===== config.mk =====
export PLATFORM = sky130hd
export DESIGN_NAME = keyboard_matrix_resp
export DESIGN_NICKNAME = d
export VERILOG_FILES = /design/src/rtl/keyboard_matrix_resp.sv
export SDC_FILE = /design/constraint.sdc
export NUM_CORES = 1
export LEC_CHECK = 0
export ABC_AREA = 0
export CAP_MARGIN = 20
export CORE_ASPECT_RATIO = 1.5
export CORE_MARGIN = 1
export CORE_UTILIZATION = 63
export CTS_BUF_LIST = sky130_fd_sc_hd__clkbuf_8
export DETAILED_ROUTE_END_ITERATION = 8
export MAX_ROUTING_LAYER = met4
export PLACE_DENSITY_LB_ADDON = 0.05
export SLEW_MARGIN = 5
export SYNTH_ARGS = -nofsm -noshare
export SYNTH_HDL_FRONTEND = slang
export SYNTH_SLANG_ARGS = --single-unit
export TNS_END_PERCENT = 100

===== constraint.sdc =====
create_clock -name o2 -period 5 [get_ports o2]
set_input_delay 1 -clock o2 [delete_from_list [all_inputs] [get_ports o2]]
set_output_delay 1 -clock o2 [all_outputs]
set_load 0.05 [all_outputs]

===== src/rtl/keyboard_matrix_resp.sv =====
// keyboard_matrix_resp: answers the POKEY keyboard scanner on behalf of a host.
// Host key events {shift,code} are queued, then each key is "pressed" for
// HOLD_SCANS scanner revolutions and released for REL_SCANS revolutions.
// Optional feature macro: KBD_AUTOREPEAT_EN (key_hold keeps a key pressed).
module keyboard_matrix_resp #(
  parameter int HOLD_SCANS = 4,
  parameter int REL_SCANS  = 2,
  parameter int FIFO_DEPTH = 4
) (
  input  logic       o2,
  input  logic       rst_L,
  input  logic [3:0] key_scan_L,
  input  logic [3:0] key_code,
  input  logic       key_shift,
  input  logic       key_valid,
  output logic       key_ready,
  input  logic       key_hold,
  output logic       kr1_L,
  output logic       kr2_L,
  output logic       busy
);

  localparam int PW   = (FIFO_DEPTH > 1) ? $clog2(FIFO_DEPTH) : 1;
  localparam int CNTW = PW + 1;
  localparam int MAXS = (HOLD_SCANS > REL_SCANS) ? HOLD_SCANS : REL_SCANS;
  localparam int SW   = $clog2(MAXS + 1);

  localparam logic [CNTW-1:0] DEPTH_C   = CNTW'(FIFO_DEPTH);
  localparam logic [SW-1:0]   HOLD_LAST = SW'(HOLD_SCANS - 1);
  localparam logic [SW-1:0]   REL_LAST  = SW'(REL_SCANS - 1);

  typedef enum logic [1:0] {
    S_IDLE    = 2'd0,
    S_PRESS   = 2'd1,
    S_RELEASE = 2'd2
  } state_e;

  state_e          state_q, state_d;
  logic [SW-1:0]   scan_cnt_q, scan_cnt_d;
  logic [3:0]      cur_code_q, cur_code_d;
  logic            cur_shift_q, cur_shift_d;
  logic [PW-1:0]   wr_ptr_q, wr_ptr_d;
  logic [PW-1:0]   rd_ptr_q, rd_ptr_d;
  logic [CNTW-1:0] count_q, count_d;
  logic [4:0]      mem_q [FIFO_DEPTH];
  logic [4:0]      mem_d [FIFO_DEPTH];

  logic push_s;
  logic pop_s;
  logic boundary_s;
  logic repeat_s;
  logic press_match_s;

`ifdef KBD_AUTOREPEAT_EN
  assign repeat_s = key_hold;
`else
  logic unused_key_hold;
  assign unused_key_hold = key_hold;
  assign repeat_s        = 1'b0;
`endif

  // Acceptance depends only on registered occupancy, so a same-cycle pop never opens a full queue.
  assign key_ready  = (count_q < DEPTH_C);
  assign push_s     = key_valid && key_ready;
  assign pop_s      = (state_q == S_IDLE) && (count_q != '0);
  assign boundary_s = (key_scan_L == 4'hF);

  // Queue storage, pointers and occupancy.
  always_comb begin
    mem_d    = mem_q;
    wr_ptr_d = wr_ptr_q;
    rd_ptr_d = rd_ptr_q;
    count_d  = count_q;
    if (push_s) begin
      mem_d[wr_ptr_q] = {key_shift, key_code};
      wr_ptr_d        = wr_ptr_q + PW'(1);
    end else begin
      wr_ptr_d = wr_ptr_q;
    end
    if (pop_s) begin
      rd_ptr_d = rd_ptr_q + PW'(1);
    end else begin
      rd_ptr_d = rd_ptr_q;
    end
    case ({push_s, pop_s})
      2'b10:   count_d = count_q + CNTW'(1);
      2'b01:   count_d = count_q - CNTW'(1);
      default: count_d = count_q;
    endcase
  end

  // Press/release sequencing, counted in scanner revolutions.
  always_comb begin
    state_d     = state_q;
    scan_cnt_d  = scan_cnt_q;
    cur_code_d  = cur_code_q;
    cur_shift_d = cur_shift_q;
    case (state_q)
      S_IDLE: begin
        if (pop_s) begin
          {cur_shift_d, cur_code_d} = mem_q[rd_ptr_q];
          scan_cnt_d = '0;
          state_d    = S_PRESS;
        end else begin
          state_d = S_IDLE;
        end
      end
      S_PRESS: begin
        if (boundary_s) begin
          if (scan_cnt_q >= HOLD_LAST) begin
            scan_cnt_d = '0;
            state_d    = repeat_s ? S_PRESS : S_RELEASE;
          end else begin
            scan_cnt_d = scan_cnt_q + SW'(1);
          end
        end else begin
          scan_cnt_d = scan_cnt_q;
        end
      end
      S_RELEASE: begin
        if (boundary_s) begin
          if (scan_cnt_q >= REL_LAST) begin
            scan_cnt_d = '0;
            state_d    = S_IDLE;
          end else begin
            scan_cnt_d = scan_cnt_q + SW'(1);
          end
        end else begin
          scan_cnt_d = scan_cnt_q;
        end
      end
      default: begin
        state_d    = S_IDLE;
        scan_cnt_d = '0;
      end
    endcase
  end

  // State registers; reset empties the queue and releases any pressed key.
  always_ff @(posedge o2 or negedge rst_L) begin
    if (!rst_L) begin
      state_q     <= S_IDLE;
      scan_cnt_q  <= '0;
      cur_code_q  <= 4'd0;
      cur_shift_q <= 1'b0;
      wr_ptr_q    <= '0;
      rd_ptr_q    <= '0;
      count_q     <= '0;
      mem_q       <= '{default: 5'd0};
    end else begin
      state_q     <= state_d;
      scan_cnt_q  <= scan_cnt_d;
      cur_code_q  <= cur_code_d;
      cur_shift_q <= cur_shift_d;
      wr_ptr_q    <= wr_ptr_d;
      rd_ptr_q    <= rd_ptr_d;
      count_q     <= count_d;
      mem_q       <= mem_d;
    end
  end

  // Returns are combinational so the scanner sees them in the same cycle it drives key_scan_L.
  assign press_match_s = (state_q == S_PRESS) && ((~key_scan_L) == cur_code_q);
  assign kr1_L         = ~press_match_s;
  assign kr2_L         = ~(press_match_s && cur_shift_q);
  assign busy          = (state_q != S_IDLE) || (count_q != '0);

endmodule

### Word level (Yosys, flattened, before mapping)

Cells that the tools add are included.

| storage, ports and cells | value |
|---|---|
| bits in registers | 37 |
| bits of input ports | 13 |
| logic and storage cells | 70 |

| cells by class | value |
|---|---|
| $add $sub $neg | 5 |
| magnitude comparators | 6 |
| equal/unequal tests | 11 |
| mux-type cells | 19 |
| bitwise logic cells | 5 |
| reductions and logical operators | 13 |

Operators by type and width:

| operator | number |
|---|---|
| 20-bit bitwise mux | 1 |
| 3-bit two-way mux | 5 |
| 5-bit two-way mux | 3 |
| 5-bit binary-select mux with 2-bit select | 1 |
| 5-bit demux with 2-bit select | 1 |
| 2-bit != test, second input constant | 5 |
| 3-bit case mux with 3 select lines | 1 |
| 2-bit two-way mux | 4 |
| 3-bit by 1-bit adder with 3-bit output, second input constant | 2 |
| 3-bit greater-or-equal comparator, second input constant | 2 |
| 2-bit inverter with 3-bit output | 2 |
| 2-bit case mux with 3 select lines | 1 |
| 3-bit case mux with 2 select lines | 1 |
| 1-bit logical AND | 5 |
| 2-bit by 1-bit adder with 2-bit output, second input constant | 2 |
| 2-bit by 1-bit == test with 1-bit output, second input constant | 2 |
| 2-bit == test, second input constant | 2 |
| 4-bit == test | 1 |
| 4-bit == test, second input constant | 1 |
| 4-bit inverter | 1 |
| 4-bit AND reduction | 1 |
| 2-bit nonzero test | 2 |
| 3-bit by 1-bit greater-or-equal comparator with 1-bit output, second input constant | 1 |
| 3-bit by 2-bit greater-or-equal comparator with 1-bit output, second input constant | 1 |
| other kinds (10) | 11 |

### Longest topological paths before layout

Gate-level depths: netlist of run 1.

| depth | value |
|---|---|
| depth after elaboration | 6 |
| mapped depth | 10 |
| mapped depth without buffers | 10 |

### Worst setup path after synthesis of run 1

OpenSTA, ideal clock, no wires.

| path | value |
|---|---|
| path type | input to output |
| start | input key_scan_L[2] |
| end | output kr2_L |
| arrival | 2100 ps |
| required time | 4000 ps |
| setup slack | 1900 ps |
| cell stages on the path | 3 |
| cells stage by stage | xnor2_1 > a2111oi_0 > nand4_1 |

| between the ends | value |
|---|---|
| longest elaborated chain between the ends | 5 |

Ends and longest elaborated chain:

| element | line | RTL |
|---|---|---|
| start: declaration | 12 | `input logic [3:0] key_scan_L,` |
| 4-bit inverter | 163 | `assign press_match_s = (state_q == S_PRESS) && ((~key_scan_L) == cur_code_q);` |
| 4-bit == test | 163 |  |
| 1-bit logical AND | 163 |  |
| 1-bit logical AND | 165 | `assign kr2_L = ~(press_match_s && cur_shift_q);` |
| 1-bit inverter | 165 |  |
| end: declaration | 19 | `output logic kr2_L,` |

Every way passes these cells.

### Worst setup path after layout of run 1

Same ends and word-level chain as after synthesis.

==> results of run 1 <==
==> cell type report <==
cell class | count | area (um^2) | area share
Multi-Input combinational cell | 99 | 864.6 | 0.4041
Clock buffer | 6 | 82.58 | 0.03860
Sequential cell | 37 | 925.9 | 0.4327
Timing Repair Buffer | 16 | 157.7 | 0.07368
Inverter | 13 | 48.80 | 0.02281
Tap cell | 37 | 46.29 | 0.02164
Clock inverter | 2 | 13.76 | 0.006433
==> through the flow <==
stage,cells,area (um^2),hold slack [ns],power (mW),setup slack [ns]
floorplan,152,1853,0.4453,1.011,1.900
global placement,202,2043,0.4809,1.110,1.132
detailed placement,202,2043,0.4884,1.162,1.022
CTS,210,2140,0.5051,1.387,1.005
global route,210,2140,0.5102,1.473,0.8231
finish,210,2140,0.5021,1.368,0.9836
==> state kept, by name (all words and copies together), names as in the netlist <==
register	count
mem_q	20
cur_code_q	4
count_q	3
scan_cnt_q	3
rd_ptr_q	2
state_q	2
wr_ptr_q	2
cur_shift_q	1
==> worst max-delay path: stages <==
cell and delay (ns):
clkdlybuf4s50_1 0.44, xnor2_1 0.14, a2111oi_0 0.51, nand4_1 0.19, clkdlybuf4s50_1 0.73
==> placed cells by master (no fill, tap or decap), drive strengths merged, types with 2 or more instances in the layout <==
master	instances
nand2	26
o21ai	6
clkdlybuf4s50	15
nor2	5
clkinv	2
inv	13
mux2	21
xnor2	6
o31ai	3
ha	12
dfrtp	37
a2111oi	2
clkbuf	6
mux4	5
==> report_power, final <==
group          internal [mW]  leakage, nW  switching [mW]
clock network          0.112       0.0512           0.108
registers              0.446        0.453           0.113
logic                  0.304        0.465           0.285
total                  0.862        0.969           0.506
==> cells in the mapped netlist, drive strengths merged, types with 2 or more instances <==
library cell,count
nor2,5
mux2,21
nand2,26
dfrtp,37
inv,13
buf,3
o21ai,6
xnor2,6
o31ai,3
a2111oi,2
mux4,5
ha,12
==> logic make-up (layout without fill, tap and decap cells) <==
kind of cell	after synthesis	after routing	synth area share
and+or+nand+nor	40	40	0.09792
DFF	37	37	0.4997
muxes	27	27	0.1938
buffers and inverters	16	37	0.03376
adders and majority gates	13	13	0.09183
AOI/OAI and AO/OA	12	12	0.04996
xor gates and xnor gates	7	7	0.03309
==> how the worst max path moves through the flow <==
stage                  startpoint    end  slack (ns)
finish              key_scan_L[2]  kr2_L        0.98
global route        key_scan_L[1]  kr2_L        0.82
CTS                 key_scan_L[1]  kr2_L        1.01
detailed placement  key_scan_L[1]  kr2_L        1.02
global placement    key_scan_L[1]  kr2_L        1.13
floorplan           key_scan_L[2]  kr2_L        1.90
==> per-layer routing <==
metal	track usage	part of all wire
met4	0.1360	0.025
met5	-	0
met2	0.4560	0.54
met1	0.2819	0.40
met3	0.06332	0.034
==> flow_summary.toml, run 1 <==
[global_route]
grt_max_degree = 38
antenna_found_initial = 0
grt_usage = 0.2686
grt_pass1_wl_um = 5464
grt_pass1_vias = 1252
overflow = 0

[hold_path]
holdPathStages = 1
hp-class = "reg -> reg"
min_to = "mem_q[2]"
min_from = "mem_q[2]"

[clock_network]
h-tree-depth = 2
numCtsBuffers = 5
cts_resized = 0
clockBufferDepth = 2
post-cts-setup-buffers = 0
cts_root_buf = "clkbuf_8"
cts_sinks = 37
holdBufCountCts = 0
clk_pin_slew_ns = 0.07
cts_tree = "yes"
worstSkewPairLatency_ns = 0.29

[synth]
ys_top_cells_by_area = "dfrtp_1, mux2_2, ha_1"
yosysWarnings = 0
synth_top_area_cell = "dfrtp_1"
yosysSeqAreaShare = 0.4997
synth_area_per_cell_um2 = 12.19
ys_async_sr_fraction = 1.000
syn_inst = 152
syn_nets = 178
synth_top_area_frac = 0.4997
syn_area_um2 = 1853
yosysUniqueCellTypes = 29
synthFlopType = "dfrtp_1"
synth-seq-cells = 37
synth_edf_count = 0

[outcome]
outcome = "completed"

[route]
post-route-drc-count = 0
drt_first_iter_violations = 18
ant_nets = 0
routed_via_density = 5.586
wl_per_cell_um = 15.62
routed_wl_um = 3280
dr_total_vias = 1173
drt-pass1-iter-count = 4

[run]
cap_violations = 0

[critical_path]
critPathLaunchType = "primary input"
r2r-end = "count_q[2]"
r2r_start = "state_q[0]"
r2r_cells = 10
arrival_ns = 3.02
crit_path_end_kind = "output pin"
crit_path_max_fanout = 2
worstPathRequired_ns = 4.00
worstSetupPathType = "in -> out"
r2r_setup_slack_ns = 2.71

[placed_design]
gp_congestion = 0.6924
dp_hpwl_um = 2475
port-buffer-count = 15

[timing]
finalHoldViolCount = 0
fmax_mhz = 249.0
period_share = 0.8033
setup_tns_ns = 0
setup_violations = 0
grt_setup_unrepaired = "no"
drv_slew = 0
fin_skew_ns = 0.008365
worstMarginPinSlew_ns = 0.5824
relSlewSlack = 0.6017
finalCriticalPeriod_ns = 4.016

[final_layout]
nets = 198
diodes = 0
synthToLayoutAreaGrowth_pct = 15.46
post-route-util = 0.7826
drive_above_1_share = 0.2197
fillers = 181

[pwr]
ir_drop_mv = 0.4359
power_density_nw_per_um2 = 639.5
p_leak_nw = 0.9686

[floorplan]
row_count = 23
core_area_um2 = 2734
dieWidth_um = 46.28
die_h_um = 68.42
die-area_um2 = 3166
start_util = 0.6778
pin_count = 17
Note: power is estimated with default switching activity, not from simulation.
==> inputs of run 2 (changes only) <==
- CORE_UTILIZATION: 63 -> 59
- clock period: 5 -> 3.85 ns (I/O delays scaled with it)
==> run 2 against run 1 <==
Global-route usage is 2.3 points lower. Utilization decreased by 5.8 points. Clock skew fell by 0.0065 ns. Die area grew 6.5%. Non-clock buffer count unchanged. Via count down 0.26%. Sequential cell count unchanged. First-iteration DRC count up 94%. Critical endpoint unchanged. Largest cell class unchanged. Highest routed layer unchanged.
==> flow_summary.toml, run 2 (synthesis results as in run 1) <==
[critical_path]
crit_path_max_fanout = 2
worstSetupPathType = "in -> out"
arrival_ns = 2.72
path_cells = "clkdlybuf4s50_1 > xnor2_1 > a2111oi_0 > nand4_1 > clkdlybuf4s50_1"
critPathLaunchType = "primary input"
critPathBufInv = 2
max_stage_delay_ns = 0.72
crit_top_cell = "clkdlybuf4s50_1"
worstPathRequired_ns = 3.08
crit_path_end_kind = "output pin"
crit_slowest_cell = "clkdlybuf4s50_1"
critical_path.top_delay_family = "buffers and inverters"

[pwr]
p_leak_nw = 0.9659
ir_drop_mv = 0.4808
power_density_nw_per_um2 = 828.7
p_total_mw = 1.767

[timing]
worstMarginPinSlew_ns = 0.5596
setup_violations = 0
relSlewSlack = 0.6173
period_share = 0.9073
grt_setup_unrepaired = "no"
drv_slew = 0
finalHoldViolCount = 0
setup_ws_ns = 0.3568
finalCriticalPeriod_ns = 3.493
fin_skew_ns = 0.001844
setup_tns_ns = 0
fmax_mhz = 286.3

[route]
drt_first_iter_violations = 35
wl_per_cell_um = 16.22
routed_via_density = 5.545
m1WireLength_um = 1307
wl_met3_um = 72
routed_wl_um = 3422
routed.top_layer = "met4"
drt-pass1-iter-count = 4
dr_wl_met2_um = 2026
ant_nets = 0
dr_total_vias = 1170
post-route-drc-count = 0

[clock_network]
clk_pin_slew_ns = 0.06
numCtsBuffers = 5
clockBufferDepth = 2
cts_sinks = 37
holdBufCountCts = 0
cts_root_buf = "clkbuf_8"
cts_tree = "yes"
post-cts-setup-buffers = 0
worstSkewPairLatency_ns = 0.28
cts_resized = 0
h-tree-depth = 2

[run]
cap_violations = 0

[floorplan]
core_area_um2 = 2943
dieWidth_um = 47.76
start_util = 0.6297
die-area_um2 = 3374
row_count = 24
pin_count = 17
die_h_um = 70.64

[final_layout]
most-common-layout-cells = "dfrtp_1, nand2_1, mux2_2, clkdlybuf4s50_1, inv_1"
nets = 198
final_common_cell = "dfrtp_1"
synthToLayoutAreaGrowth_pct = 15.06
regMostFlops = "mem_q"
largestRegisters = "mem_q (20), cur_code_q (4)"
diodes = 0
largest_reg_flops = 20
drive_above_1_share = 0.2093

[global_route]
grt_max_degree = 38
antenna_found_initial = 0
grt_usage = 0.2459
grt_pass1_wl_um = 5547
grt_pass1_vias = 1296
overflow = 0

[outcome]
outcome = "completed"

[placed_design]
port-buffer-count = 15
gp_congestion = 0.7101
dp_hpwl_um = 2661
preCtsSetupSlack_ns = 0.3462

[hold_path]
hp-class = "reg -> reg"
## run 2: cell types whose count changed in the layout (fill, tap and decap cells not counted), sizes merged
cell / delta
inv: +1
clkinv: -2
## run 2: layer usage
metal / vias up / GRT usage
li1: 556 / -
met3: 2 / 0.03827
met5: - / -
met2: 17 / 0.4505
met4: 0 / 0.08333
met1: 595 / 0.2419
## run 2: area by class of cell
class                      count  area [um^2]
clock buffer                   6        82.58
inverter                      13        48.80
multi-input combinational     99        864.6
tap                           39        48.80
sequential                    37        925.9
fill                         244        810.8
timing repair buffer          16        157.7
clock inverter                 1        3.754
## run 2: through the flow
stage                     cell area, um^2  hold WS [ns]    util  cells
after floorplan                      1853        0.4453       -    152
after global placement               2046        0.4830  0.6952    204
after detailed placement             2046        0.4894  0.6952    204
after CTS                            2132        0.5049  0.7245    211
after global routing                 2132        0.5182  0.7245    211
final                                2132        0.5029  0.7245    211
## run 2: final timing paths
kind | startpoint | endpoint | slack (ns) | cells past startpoint
max | key_scan_L[2] | kr2_L | 0.36 | 5
min | mem_q[9] | mem_q[9] | 0.50 | 1
max reg2reg | state_q[0] | count_q[2] | 1.59 | 10
min reg2reg | mem_q[9] | mem_q[9] | 0.50 | 1
max in group asynchronous | rst_L | cur_shift_q | 2.61 | 2
min in group asynchronous | rst_L | scan_cnt_q[1] | 0.91 | 2
## run 2: report_power, final
group	internal, mW	switching [mW]	leakage, nW
Combinational	0.399	0.372	0.465
Sequential	0.580	0.157	0.453
Clock	0.139	0.120	0.0485
Total	1.12	0.649	0.966
==> inputs of run 3 (changes only) <==
- ABC_CLOCK_PERIOD_IN_PS: not set -> 3850
==> results of run 3 <==
Final layout, timing and power as in run 2 (identical DEF).
